`src/rtl/divider.sv`:
```
// divider: multi-cycle 32-bit radix-2 restoring integer divider for DIV/DIVU
// in the EX stage. One quotient bit is produced per cycle.
//
// Ports:
//   clk        rising-edge clock
//   rst        asynchronous active-low reset
//   start      EX holds a DIV/DIVU, operands valid
//   signed_div 1 = DIV (two's complement), 0 = DIVU; sampled with start
//   cancel     EX flush; aborts any operation in flight (priority over start)
//   a, b       dividend / divisor, sampled on accept
//   stall_div  pipeline must hold F/D/E (combinational)
//   ready      one-cycle pulse, results valid
//   quotient   to LO
//   remainder  to HI
//
// Optional build macro DIV_ZERO_FAST_EN: a zero divisor goes IDLE->DONE
// directly on accept, with the same result values as the full-length path.
module divider #(
  parameter int unsigned WIDTH = 32
) (
  input  logic             clk,
  input  logic             rst,
  input  logic             start,
  input  logic             signed_div,
  input  logic             cancel,
  input  logic [WIDTH-1:0] a,
  input  logic [WIDTH-1:0] b,
  output logic             stall_div,
  output logic             ready,
  output logic [WIDTH-1:0] quotient,
  output logic [WIDTH-1:0] remainder
);

  localparam int unsigned CW = $clog2(WIDTH);
  localparam logic [CW-1:0] LAST = CW'(WIDTH - 1);

  typedef enum logic [1:0] {IDLE, BUSY, DONE} state_t;

  state_t           state;
  logic [CW-1:0]    count;
  logic [WIDTH-1:0] rem;
  logic [WIDTH-1:0] dq;
  logic [WIDTH-1:0] divisor;
  logic             neg_q;
  logic             neg_r;

  logic [WIDTH:0]   shifted;
  logic [WIDTH:0]   trial;
  logic [WIDTH-1:0] rem_next;
  logic [WIDTH-1:0] dq_next;
  logic [WIDTH-1:0] mag_a;
  logic [WIDTH-1:0] mag_b;
  logic             b_zero;

  // Operand magnitudes for the accept cycle.
  always_comb begin
    mag_a  = (signed_div && a[WIDTH-1]) ? -a : a;
    mag_b  = (signed_div && b[WIDTH-1]) ? -b : b;
    b_zero = (b == '0);
  end

  // One restoring step: shift {rem,dq} left, trial-subtract the divisor.
  always_comb begin
    shifted = {rem, dq[WIDTH-1]};
    trial   = shifted - {1'b0, divisor};
    if (!trial[WIDTH]) begin
      rem_next = trial[WIDTH-1:0];
      dq_next  = {dq[WIDTH-2:0], 1'b1};
    end else begin
      rem_next = shifted[WIDTH-1:0];
      dq_next  = {dq[WIDTH-2:0], 1'b0};
    end
  end

  always_comb begin
    stall_div = (((state == IDLE) && start) || (state == BUSY)) && !cancel;
  end

  always_ff @(posedge clk or negedge rst) begin
    if (!rst) begin
      state     <= IDLE;
      count     <= '0;
      rem       <= '0;
      dq        <= '0;
      divisor   <= '0;
      neg_q     <= 1'b0;
      neg_r     <= 1'b0;
      ready     <= 1'b0;
      quotient  <= '0;
      remainder <= '0;
    end else begin
      ready <= 1'b0;
      if (cancel) begin
        state <= IDLE;
      end else begin
        case (state)
          IDLE: begin
            if (start) begin
              count   <= '0;
              rem     <= '0;
              dq      <= mag_a;
              divisor <= mag_b;
              // A zero divisor yields all-ones quotient with no sign fix-up;
              // the remainder fix-up (-|a| when a<0) already restores a.
              neg_q   <= signed_div && (a[WIDTH-1] ^ b[WIDTH-1]) && !b_zero;
              neg_r   <= signed_div && a[WIDTH-1];
`ifdef DIV_ZERO_FAST_EN
              if (b_zero) begin
                state     <= DONE;
                ready     <= 1'b1;
                quotient  <= '1;
                remainder <= a;
              end else begin
                state <= BUSY;
              end
`else
              state <= BUSY;
`endif
            end
          end
          BUSY: begin
            rem   <= rem_next;
            dq    <= dq_next;
            count <= count + 1'b1;
            if (count == LAST) begin
              state     <= DONE;
              ready     <= 1'b1;
              quotient  <= neg_q ? -dq_next : dq_next;
              remainder <= neg_r ? -rem_next : rem_next;
            end
          end
          DONE:    state <= IDLE;
          default: state <= IDLE;
        endcase
      end
    end
  end

endmodule

```
`config.mk`:
```
export PLATFORM = sky130hd
export DESIGN_NAME = divider
export DESIGN_NICKNAME = d
export VERILOG_FILES = /design/src/rtl/divider.sv
export SDC_FILE = /design/constraint.sdc
export NUM_CORES = 1
export LEC_CHECK = 0
export CAP_MARGIN = 20
export CORE_ASPECT_RATIO = 0.8
export CORE_MARGIN = 4
export CORE_UTILIZATION = 58
export DETAILED_ROUTE_END_ITERATION = 10
export GPL_ROUTABILITY_DRIVEN = 0
export HOLD_SLACK_MARGIN = 0.08
export PLACE_DENSITY = 0.91
export SLEW_MARGIN = 30
export SYNTH_ARGS = -nofsm -noshare
export SYNTH_HDL_FRONTEND = slang
export SYNTH_SLANG_ARGS = --single-unit
```
`constraint.sdc`:
```
create_clock -name clk -period 6.2 [get_ports clk]
set_input_delay 0.93 -clock clk [delete_from_list [all_inputs] [get_ports clk]]
set_output_delay 0.93 -clock clk [all_outputs]
set_load 0.02 [all_outputs]
```
==> Word-level counts from Yosys, hierarchy flattened <==
Index checks and enable logic that the tools add are counted.
{ "word_totals": {"input_bits": 69, "elab_cells": 58, "out_inout_bits": 66, "register_bits": 170} }
{ "classes": {"add_sub_neg": 6, "bitwise": 2, "eq_ne": 5, "n_reduce_logical": 16, "n_mux": 19} }
{ "ops": {"columns": ["op", "count"], "rows": [
  ["2-to-1 mux 32 bit", 7],
  ["negation 32 bit", 4],
  ["one-hot mux 32 bit (2 select lines)", 2],
  ["subtractor 33 x 32 -> 33 bit", 1],
  ["logical NOT 32 bit", 1],
  ["one-hot mux 5 bit (2 select lines)", 1],
  ["AND reduction 3 bit", 3],
  ["logical AND 1 bit", 6],
  ["2-to-1 mux 2 bit", 3],
  ["adder 5 x 1 -> 5 bit (second input constant)", 1],
  ["== test 5 bit (second input constant)", 1],
  ["2-to-1 mux 5 bit", 1],
  ["2-to-1 mux 1 bit", 4],
  ["one-hot mux 2 bit (2 select lines)", 1],
  ["inequality test 3 x 2 -> 1 bit (second input constant)", 1],
  ["inequality test 3 bit (second input constant)", 1],
  ["== test 2 x 1 -> 1 bit (second input constant)", 1],
  ["logical NOT 1 bit", 2],
  ["logical NOT 2 bit", 1],
  ["inequality test 2 bit (second input constant)", 1],
  ["AND reduction 2 bit", 1],
  ["nonzero test 2 bit", 1],
  ["logical OR 1 bit", 1],
  ["inverter 1 bit", 1],
  ["bitwise XOR 1 bit", 1]
]} }

==> Depth between registers and ports, before layout <==
Gate-level depths: netlist (run 1).
{ "logic_depth": {"word_depth": 4, "mapped_depth": 25, "depth_no_buf": 21} }

==> Least setup slack after synthesis (run 1) <==
OpenSTA, ideal clock, no wires.
{ "synth_timing": {"kind": "reg-to-reg", "start": "register rem[16]", "end": "register quotient[26]", "path_slack_ns": 0.834, "arrival_ns": 5.233, "setup_time_ns": 0.133, "period_less_slack_ns": 5.366, "n_path_buf": 5, "stages_incl_launch_ff": 22, "t_required_ns": 6.067, "path_cell_list": "dfrtp_1 > ha_1 > clkbuf_1 > a21oi_2 > o21ai_0 > a221o_1 > or3_1 > o211a_1 > buf_6 > inv_4 > buf_2 > clkbuf_1 > clkbuf_1 > ha_1 > nand2b_1 > or2_2 > or3_1 > or3_1 > or3_1 > o41ai_1 > xor2_1 > o21ai_0"} }
{ "synth_via": {"elab_chain_len": 4} }
{ "synth_lines": {"columns": ["element", "line_no", "source"], "rows": [
  ["from (decl)", "41", "logic [WIDTH-1:0] rem;"],
  ["from (signal assigned)", "122", "rem <= rem_next;"],
  ["subtractor 33 x 32 -> 33 bit", "65", "trial = shifted - {1'b0, divisor};"],
  ["2-to-1 mux 1 bit", "66", "if (!trial[WIDTH]) begin"],
  ["negation 32 bit", "128", "quotient <= neg_q ? -dq_next : dq_next;"],
  ["2-to-1 mux 32 bit", "128", null],
  ["to (signal assigned)", "128", null],
  ["to (decl)", "30", "output logic [WIDTH-1:0] quotient,"]
]} }
Every way passes these cells.
A chain may end at the register's enable or synchronous reset.

==> Worst setup path after layout (run 1) <==
{ "layout_timing": {"start": "register dq[31]", "end": "register remainder[28]"} }
{ "layout_via": {"elab_chain_len": 4} }
{ "layout_lines": {"columns": ["element", "line_no", "source"], "rows": [
  ["from (decl)", "42", "logic [WIDTH-1:0] dq;"],
  ["from (signal assigned)", "101", "dq <= mag_a;"],
  ["from (signal assigned)", "123", "dq <= dq_next;"],
  ["subtractor 33 x 32 -> 33 bit", "65", null],
  ["2-to-1 mux 32 bit *", "66", null],
  ["negation 32 bit", "129", "remainder <= neg_r ? -rem_next : rem_next;"],
  ["2-to-1 mux 32 bit *", "129", null],
  ["to (signal assigned)", "129", null],
  ["to (decl)", "31", "output logic [WIDTH-1:0] remainder"]
]} }
Every way passes the cells marked *; elsewhere a longest branch is shown, timed or not.

==> results.py, run 1 <==
metrics = {
    "outcome": {
        "outcome": "completed",
    },
    "critical_path": {
        "startpoint_type": "flop",
        "endpoint_kind": "flop",
        "endpoint": "remainder[28]$_DFFE_PN0P_",
        "required_ns": 6.58,
        "r2r_cells": 20,
        "cp_num_buf_inv": 2,
        "cp_cell_sequence": "inv_1 -> ha_1 -> fa_1 -> nor2b_1 -> o31ai_2 -> a211oi_4 -> o211ai_1 -> o211a_1 -> inv_4 -> nor2_1 -> a21oi_1 -> ha_1 -> nand2_1 -> a221oi_1 -> nand3b_1 -> nor3_1 -> o221ai_1 -> or4_1 -> o41a_1 -> nand2_1",
        "max_stage_delay_ns": 0.59,
        "r2r_end": "remainder[28]$_DFFE_PN0P_",
        "r2r_slack_ns": 1.14,
        "critPathMaxFanout": 7,
        "slowest_stage": "or4_1",
        "cp_data_arrival_time_ns": 5.44,
        "cp.depth": 20,
        "startpoint": "dq[31]$_DFFE_PN0P_",
        "path_delay_family": "compound AO/OA/AOI/OAI gates",
        "worstReg2RegStart": "dq[31]$_DFFE_PN0P_",
        "criticalPathCategory": "reg2reg",
    },
    "finish": {
        "utilization": 0.689,
        "n_fill_cell": 1583,
        "nets": 1726,
        "instances_no_fill": 1899,
        "area_growth_pct": 16.5,
        "drive_gt1_frac": 0.0424,
    },
    "yosys": {
        "syn_area_um2": 12300,
        "synth_edf_count": 0,
        "async_reset_ff_frac": 1.00,
        "synth.distinct_cells": 78,
        "yosysTopAreaCellShare": 0.346,
        "synth_ff_type": "dfrtp_1",
        "synth_nets": 1643,
        "yosysTopAreaCell": "dfrtp_1",
        "ys_warn_count": 0,
        "ys_seq_elements": 170,
        "seq_area_frac_synth": 0.346,
        "synth.area.top_cells": "dfrtp_1 35%, o21ai_0 9.4%, nand2_1 7.9%, xnor2_1 4.9%, ha_1 3.9%",
        "avgSynthCellArea_um2": 8.00,
        "netlist_instances": 1535,
    },
    "worst_hold_path": {
        "hold_class": "reg2reg",
    },
    "detailed_routing": {
        "drtIter0Drc": 1966,
        "drt_pass1_iterations": 6,
        "wl_per_cell_um": 20.1,
        "drc_errors": 0,
        "ant_nets": 0,
        "via_count": 12600,
        "vias_per_cell": 6.65,
        "drt-total-wl_um": 38200,
    },
    "grt": {
        "use_met1": 0.466,
        "grt_max_degree": 98,
        "grt_pass1_vias": 11400,
        "grt-ovfl-total": 0,
        "grtUsageMet3": 0.0748,
        "grt_use_met2": 0.454,
        "antenna_found_initial": 1,
        "grt_util_all_layers": 0.313,
        "top_usage_layer": "met1",
        "grt_pass1_wl_um": 60200,
    },
    "placed_design": {
        "dp_cells": 1868,
        "dp_hpwl_um": 28200,
        "numPortBuffers": 134,
    },
    "timing": {
        "max_freq_mhz": 198,
        "drv_slew": 0,
        "worst_pin_slew_ns": 1.10,
        "finalSetupViolCount": 0,
        "fin_tns_setup_ns": 0,
        "min_period_over_period": 0.816,
        "hold_viol_final": 0,
        "rsz0062_at_grt": "false",
        "slew-limit-headroom": 0.259,
        "fin_crit_ns": 5.06,
        "fin_skew_ns": 0.00833,
    },
    "die": {
        "start_util": 0.592,
        "die_y_um": 138,
        "die_w_um": 171,
        "io_pins": 135,
        "die_area_um2": 23600,
        "rows": 47,
        "core_area_um2": 20800,
    },
    "clock_network": {
        "h-tree-depth": 4,
        "clockBufferDepth": 2,
        "clock-root-buffer": "clkbuf_16",
        "path_clk_slew_ns": 0.07,
        "cts_buffers": 17,
        "ctsResizeCount": 0,
        "postCtsHoldBufs": 0,
        "insertion_delay_ns": 0.44,
        "cts_setup_buffers": 0,
        "cts_tree": "yes",
        "cts_sinks": 170,
    },
    "power_and_ir_drop": {
        "p_per_area_nw_per_um2": 467,
        "ir_drop_uv": 336,
        "power.leakage_nw": 6.03,
    },
    "flow_run": {
        "drv_cap": 0,
    },
}
Yosys cell counts (all sizes together), types with 18 or more instances:
cell,count
a21oi,69
and2,25
clkbuf,64
dfrtp,170
ha,38
inv,55
mux2i,28
nand2,261
nand3,28
nor2,70
nor3,44
nor4,28
o21ai,233
o31ai,18
or3,32
xnor2,69
xor2,44
cell families (layout without fill, tap and decap cells):
family	count (synthesis)	count (layout)	synth area share
flip-flops	170	170	0.346
XOR/XNOR	113	113	0.0806
buffers and inverters	135	229	0.0438
AND/OR/NAND/NOR	577	577	0.228
multiplexers	30	30	0.0247
adder cells (fa/ha/maj)	39	39	0.0403
AO/OA/AOI/OAI	471	471	0.236
other	0	1	0
layer usage:
metal / part of all wire / wire, um
met1: 0.42 / 16000
met2: 0.42 / 16100
met3: 0.12 / 4710
met4: 0.034 / 1300
met5: 0.00094 / 36
metrics by stage:
step	total power, W	cell area [um^2]	hold WS [ns]	worst slack [ns]
3_5_place_dp	0.00537	13700	0.469	1.39
3_3_place_gp	0.00523	13700	0.453	1.51
6_report	0.00668	14300	0.479	1.14
2_1_floorplan	0.00434	12300	0.450	0.834
5_1_grt	0.00701	14300	0.502	0.881
4_1_cts	0.00646	14300	0.484	1.30
area by class of cell:
class / instances / area [um^2] / share of cell area
Sequential cell: 170 / 4250 / 0.297
Timing Repair Buffer: 144 / 1420 / 0.0991
Tap cell: 269 / 337 / 0.0235
Multi-Input combinational cell: 1230 / 7530 / 0.526
Antenna cell: 1 / 2.50 / 0.000175
Inverter: 55 / 209 / 0.0146
Clock inverter: 12 / 124 / 0.00866
Clock buffer: 18 / 439 / 0.0307
power by group:
group | switching (W) | internal, W
clock network | 0.000463 | 0.000598
registers | 0.000237 | 0.00127
logic | 0.00267 | 0.00144
worst min path at each step:
stage	start	to	slack, ns	depth (start not counted)
2_1_floorplan	divisor[10]$_DFFE_PN0P_	divisor[10]$_DFFE_PN0P_	0.45	2
3_3_place_gp	quotient[9]$_DFFE_PN0P_	quotient[9]$_DFFE_PN0P_	0.45	2
3_5_place_dp	quotient[17]$_DFFE_PN0P_	quotient[17]$_DFFE_PN0P_	0.47	2
4_1_cts	quotient[17]$_DFFE_PN0P_	quotient[17]$_DFFE_PN0P_	0.48	2
6_report	quotient[17]$_DFFE_PN0P_	quotient[17]$_DFFE_PN0P_	0.48	2
5_1_grt	quotient[17]$_DFFE_PN0P_	quotient[17]$_DFFE_PN0P_	0.50	2
registers in the layout (all words and copies together), names as in the netlist:
name       cells
dq            32
divisor       32
ready          1
remainder     32
quotient      32
neg_r          1
state          2
neg_q          1
count          5
rem           32
worst register-to-register path: stages, from the launching register on:
cell      delay [ns]
dfrtp_1         0.38
inv_1           0.07
ha_1            0.23
fa_1            0.42
nor2b_1         0.36
o31ai_2         0.19
a211oi_4        0.32
o211ai_1        0.15
o211a_1         0.19
inv_4           0.12
nor2_1          0.05
a21oi_1         0.26
ha_1            0.32
nand2_1         0.07
a221oi_1        0.22
nand3b_1        0.18
nor3_1          0.23
o221ai_1        0.28
or4_1           0.59
o41a_1          0.32
nand2_1         0.06
layout by cell type (no fill, tap or decap), types with 32 or more instances in the layout:
master and n:
a21oi_1 68, dfrtp_1 170, xnor2_1 69, nand2_1 257, o21ai_0 230, clkdlybuf4s50_1 133
xor2_1 44, or3_1 32, nor3_1 43, ha_1 38, nor2_1 70, inv_1 54
(Power assumes the default switching activity.)
==> run 2: changes to the inputs <==
Clock period 6.2 ns to 5.1 ns, I/O delays scaled along.
==> run 2 against run 1 <==
  * Flip-flop and latch count unchanged
  * Sequential power is 22% higher
  * Via count rose by 0.50%
  * Design area up 0.61%
  * Largest power group unchanged
==> results.py, run 2 (synthesis gave the netlist of run 1 again) <==
metrics = {
    "critical_path": {
        "required_ns": 5.42,
        "critPathMaxFanout": 9,
        "startpoint": "rem[16]$_DFFE_PN0P_",
        "cp_data_arrival_time_ns": 5.23,
        "startpoint_type": "flop",
        "criticalPathCategory": "reg2reg",
        "worstReg2RegStart": "rem[16]$_DFFE_PN0P_",
        "endpoint_kind": "flop",
    },
    "detailed_routing": {
        "via_count": 12700,
        "drt-total-wl_um": 38400,
        "ant_nets": 0,
        "drc_errors": 0,
        "drt_pass1_iterations": 9,
        "wl_per_cell_um": 20.1,
        "vias_per_cell": 6.64,
        "drtIter0Drc": 1882,
    },
    "timing": {
        "fin_crit_ns": 4.91,
        "max_freq_mhz": 204,
        "whs_ns": 0.380,
        "min_period_over_period": 0.963,
        "worst_pin_slew_ns": 0.957,
        "finalSetupViolCount": 0,
        "fin_skew_ns": 0.0104,
        "drv_slew": 0,
        "hold_viol_final": 0,
        "slew-limit-headroom": 0.362,
    },
    "clock_network": {
        "insertion_delay_ns": 0.45,
        "path_clk_slew_ns": 0.07,
        "postCtsHoldBufs": 0,
        "cts_tree": "yes",
        "cts_sinks": 170,
        "cts_buffers": 17,
        "clockBufferDepth": 2,
        "h-tree-depth": 4,
        "clock-root-buffer": "clkbuf_16",
    },
    "die": {
        "die_y_um": 138,
        "io_pins": 135,
        "core_area_um2": 20800,
        "die_area_um2": 23600,
        "die_w_um": 171,
        "rows": 47,
        "start_util": 0.592,
    },
    "finish": {
        "nets": 1737,
        "utilization": 0.694,
        "antenna_cells": 0,
        "layout_commonest_cell": "nand2_1",
        "area_growth_pct": 17.2,
        "drive_gt1_frac": 0.0506,
        "mostFrequentLayoutCells": "257 x nand2_1, 230 x o21ai_0, 170 x dfrtp_1, 133 x clkdlybuf4s50_1, 70 x nor2_1",
    },
    "worst_hold_path": {
        "hold_class": "in2async",
    },
    "grt": {
        "grt-ovfl-total": 0,
        "grt_max_degree": 98,
        "grt_pass1_wl_um": 60600,
        "antenna_found_initial": 0,
        "grt_util_all_layers": 0.318,
        "grt_pass1_vias": 11600,
    },
    "power_and_ir_drop": {
        "power.leakage_nw": 6.07,
        "p_per_area_nw_per_um2": 570,
        "finalPower_w": 0.00821,
        "ir_drop_uv": 507,
    },
    "outcome": {
        "outcome": "completed",
    },
    "placed_design": {
        "dp_hpwl_um": 28300,
        "numPortBuffers": 134,
    },
    "flow_run": {
        "drv_cap": 0,
    },
}
run 2: per-layer routing:
metal,global-route usage,part of all wire,up-vias
met1,0.466,0.41,5893
met3,0.0816,0.13,152
met2,0.455,0.43,896
met4,0.117,0.039,0
met5,0,0,-
li1,-,-,5741
run 2: report_power, final:
| group | leakage, nW | total [W] | switching (W) | internal, W |
|---|---|---|---|---|
| Combinational | 3.55 | 0.00510 | 0.00330 | 0.00181 |
| Sequential | 2.25 | 0.00184 | 0.000295 | 0.00155 |
| Clock | 0.269 | 0.00127 | 0.000584 | 0.000685 |
| Total | 6.07 | 0.00821 | 0.00418 | 0.00404 |
run 2: layout make-up:
class / instances / area [um^2]
flip-flops and latches: 170 / 4250
fillers: 1557 / 6360
clock inverters: 13 / 120
repair buffers: 155 / 1500
multi-input cells: 1230 / 7540
inverters: 55 / 209
well taps: 269 / 337
clock buffers: 18 / 439
run 2: worst max-delay path: stages (launching register included):
cell      delay [ns]
dfrtp_1         0.43
ha_1            0.42
a21oi_2         0.20
o21ai_0         0.23
a221o_1         0.38
or3_1           0.31
o211a_1         0.27
inv_4           0.12
ha_1            0.18
nand2b_1        0.09
or2_2           0.34
or3_1           0.40
or3_1           0.42
or3_1           0.44
o41ai_2         0.26
xor2_1          0.20
o21ai_0         0.09
run 2: what timing repair did:
item / in CTS / in global routing
resized for setup: 0 / 3
setup buffers: 0 / 0
endpoints found under the setup margin: 0 / 7
run 2: final timing paths:
path | end | slack [ns] | cells after the start
setup / recovery | quotient[26]$_DFFE_PN0P_ | 0.19 | 16
max in group asynchronous | divisor[11]$_DFFE_PN0P_ | 3.57 | 2
setup reg to reg | quotient[26]$_DFFE_PN0P_ | 0.19 | 16
hold / removal | ready$_DFF_PN0_ | 0.38 | 1
min in group clk | quotient[9]$_DFFE_PN0P_ | 0.47 | 2
hold reg to reg | quotient[9]$_DFFE_PN0P_ | 0.47 | 2
run 2: per-stage QoR:
step | instances | setup TNS [ns] | cell area, um^2 | setup WS, ns
after floorplan | 1535 | 0 | 12300 | 0.0141
after CTS | 1910 | 0 | 14400 | 0.226
final | 1910 | 0 | 14400 | 0.191
after global routing | 1910 | -0.00301 | 14400 | -0.00301
after detailed placement | 1879 | 0 | 13800 | 0.250
after global placement | 1879 | 0 | 13800 | 0.459
==> run 3: changes to the inputs <==
Settings changed: CORE_MARGIN 4 to 2, CORE_UTILIZATION 58 to 64, DONT_BUFFER_PORTS set to 1, PLACE_DENSITY 0.91 to 0.89.
==> run 3 against run 2 <==
  * Combinational power shrank 3%
  * Sequential share of layout area up 2.9 points
  * Register-to-register slack about the same
  * First-iteration DRC count down 7.4%
  * Maximum frequency decreased by 0.22%
  * Cell count decreased by 7.6%
  * Total power fell by 1.7%
  * Design area is 9.0% lower
  * Sequential power barely moved
  * Largest cell class unchanged
==> results.py, run 3 (synthesis gave the netlist of run 1 again) <==
metrics = {
    "placed_design": {
        "dp_hpwl_um": 26700,
        "numPortBuffers": 0,
    },
    "worst_hold_path": {
        "hold_class": "in2async",
    },
    "finish": {
        "utilization": 0.693,
        "n_fill_cell": 1491,
        "layout_commonest_cell": "nand2_1",
        "drive_gt1_frac": 0.0597,
        "antenna_cells": 0,
        "nets": 1602,
        "area_growth_pct": 6.69,
        "mostFrequentLayoutCells": "257 x nand2_1, 229 x o21ai_0, 170 x dfrtp_1, 70 x nor2_1, 69 x xnor2_1",
    },
    "clock_network": {
        "insertion_delay_ns": 0.44,
        "cts_buffers": 17,
        "cts_setup_buffers": 0,
        "h-tree-depth": 4,
        "path_clk_slew_ns": 0.07,
        "clock-root-buffer": "clkbuf_16",
        "cts_tree": "yes",
        "cts_sinks": 170,
        "clockBufferDepth": 2,
    },
    "timing": {
        "finalSetupViolCount": 0,
        "whs_ns": 0.328,
        "min_period_over_period": 0.965,
        "max_freq_mhz": 203,
        "fin_tns_setup_ns": 0,
        "worst_pin_slew_ns": 0.970,
        "slew-limit-headroom": 0.353,
        "drv_slew": 0,
        "fin_skew_ns": 0.00756,
        "hold_viol_final": 0,
        "fin_crit_ns": 4.92,
    },
    "detailed_routing": {
        "wl_per_cell_um": 20.6,
        "drc_errors": 0,
        "drt_pass1_iterations": 9,
        "vias_per_cell": 6.80,
        "via_count": 12000,
        "drtIter0Drc": 1742,
        "drt-total-wl_um": 36400,
        "ant_nets": 0,
    },
    "power_and_ir_drop": {
        "combinationalPowerShare": 0.615,
        "internal_power_w": 0.00397,
        "p_sw_frac": 0.509,
        "ir_drop_uv": 402,
        "p_clk_frac": 0.159,
        "switching_power_w": 0.00411,
        "power.leakage_nw": 5.59,
        "finalPower_w": 0.00808,
        "pwr-share-seq": 0.225,
        "p_per_area_nw_per_um2": 616,
    },
    "grt": {
        "grt_use_met2": 0.516,
        "grtUsageMet3": 0.114,
        "antenna_found_initial": 2,
        "use_met1": 0.503,
        "grt_pass1_wl_um": 57100,
        "grt_util_all_layers": 0.354,
        "grt_pass1_vias": 10800,
        "grt-ovfl-total": 0,
        "grt_max_degree": 171,
        "top_usage_layer": "met2",
    },
    "critical_path": {
        "max_stage_delay_ns": 0.46,
        "required_ns": 5.40,
        "crit_path_frequent_cell": "or3_1",
        "critPathMaxFanout": 16,
        "startpoint_type": "flop",
        "cp_cell_sequence": "ha_1 -> nand2_1 -> nor4_1 -> a221o_1 -> or3_1 -> o211a_1 -> inv_4 -> ha_1 -> nand2b_1 -> or2_2 -> or3_1 -> or3_1 -> or3_1 -> o31ai_2 -> xor2_1 -> o21ai_0",
        "slowest_stage": "dfrtp_1",
        "criticalPathCategory": "reg2reg",
        "endpoint_kind": "flop",
        "cp_data_arrival_time_ns": 5.22,
    },
    "die": {
        "core_area_um2": 18900,
        "start_util": 0.649,
        "die_area_um2": 20300,
        "rows": 45,
        "die_w_um": 159,
        "die_y_um": 128,
        "io_pins": 135,
    },
    "flow_run": {
        "drv_cap": 0,
    },
    "outcome": {
        "outcome": "completed",
    },
}
-- run 3: power groups by stage --
stage / registers [W] / logic [W] / clock network (W)
finish: 0.00182 / 0.00497 / 0.00129
global route: 0.00185 / 0.00529 / 0.00135
CTS: 0.00180 / 0.00471 / 0.00129
detailed placement: 0.00183 / 0.00461 / 0
global placement: 0.00181 / 0.00450 / 0
floorplan: 0.00174 / 0.00354 / 0
-- run 3: worst max-delay path: cells and delay by family (launching register included) --
family / cells / cell delay [ns]
AO/OA/AOI/OAI: 4 / 0.99
XOR/XNOR: 1 / 0.15
adder cells (fa/ha/maj): 2 / 0.66
buffers and inverters: 1 / 0.18
flip-flops: 1 / 0.46
AND/OR/NAND/NOR: 8 / 2.33
-- run 3: per-layer routing --
metal,wire length [um],part of all wire,up-vias
li1,-,-,5472
met1,14900,0.41,5610
met2,15300,0.42,816
met3,5070,0.14,105
met4,1170,0.032,2
met5,13,0.00036,-
-- run 3: through the flow --
step | area, um^2 | setup slack, ns | std cells
6_report | 13100 | 0.180 | 1765
5_1_grt | 13100 | -0.0108 | 1765
4_1_cts | 13100 | 0.238 | 1765
3_5_place_dp | 12500 | 0.290 | 1732
3_3_place_gp | 12500 | 0.386 | 1732
2_1_floorplan | 12300 | 0.0141 | 1535
-- run 3: what timing repair did --
| item | CTS | global route |
|---|---|---|
| endpoints found under the hold margin | 170 | 0 |
| gates resized for setup | 0 | 12 |
| hold buffers | 1 | 0 |
| endpoints found under the setup margin | 0 | 6 |
-- run 3: area by class of cell --
class	count	area [um^2]	area share
clock buffers	17	425	0.0325
clock inverters	15	149	0.0114
inverters	55	209	0.0159
multi-input cells	1230	7570	0.578
flip-flops and latches	170	4250	0.325
well taps	258	323	0.0246
repair buffers	20	170	0.0130
-- run 3: final timing paths --
check	startpoint	slack, ns	cells past startpoint	endpoint
min reg2reg	divisor[12]$_DFFE_PN0P_	0.48	2	divisor[12]$_DFFE_PN0P_
max reg2reg	rem[19]$_DFFE_PN0P_	0.18	16	quotient[28]$_DFFE_PN0P_
max in group asynchronous	rst	4.07	1	divisor[18]$_DFFE_PN0P_
min in group clk	b[1]	0.47	2	divisor[1]$_DFFE_PN0P_
min	rst	0.33	1	remainder[29]$_DFFE_PN0P_
max	rem[19]$_DFFE_PN0P_	0.18	16	quotient[28]$_DFFE_PN0P_
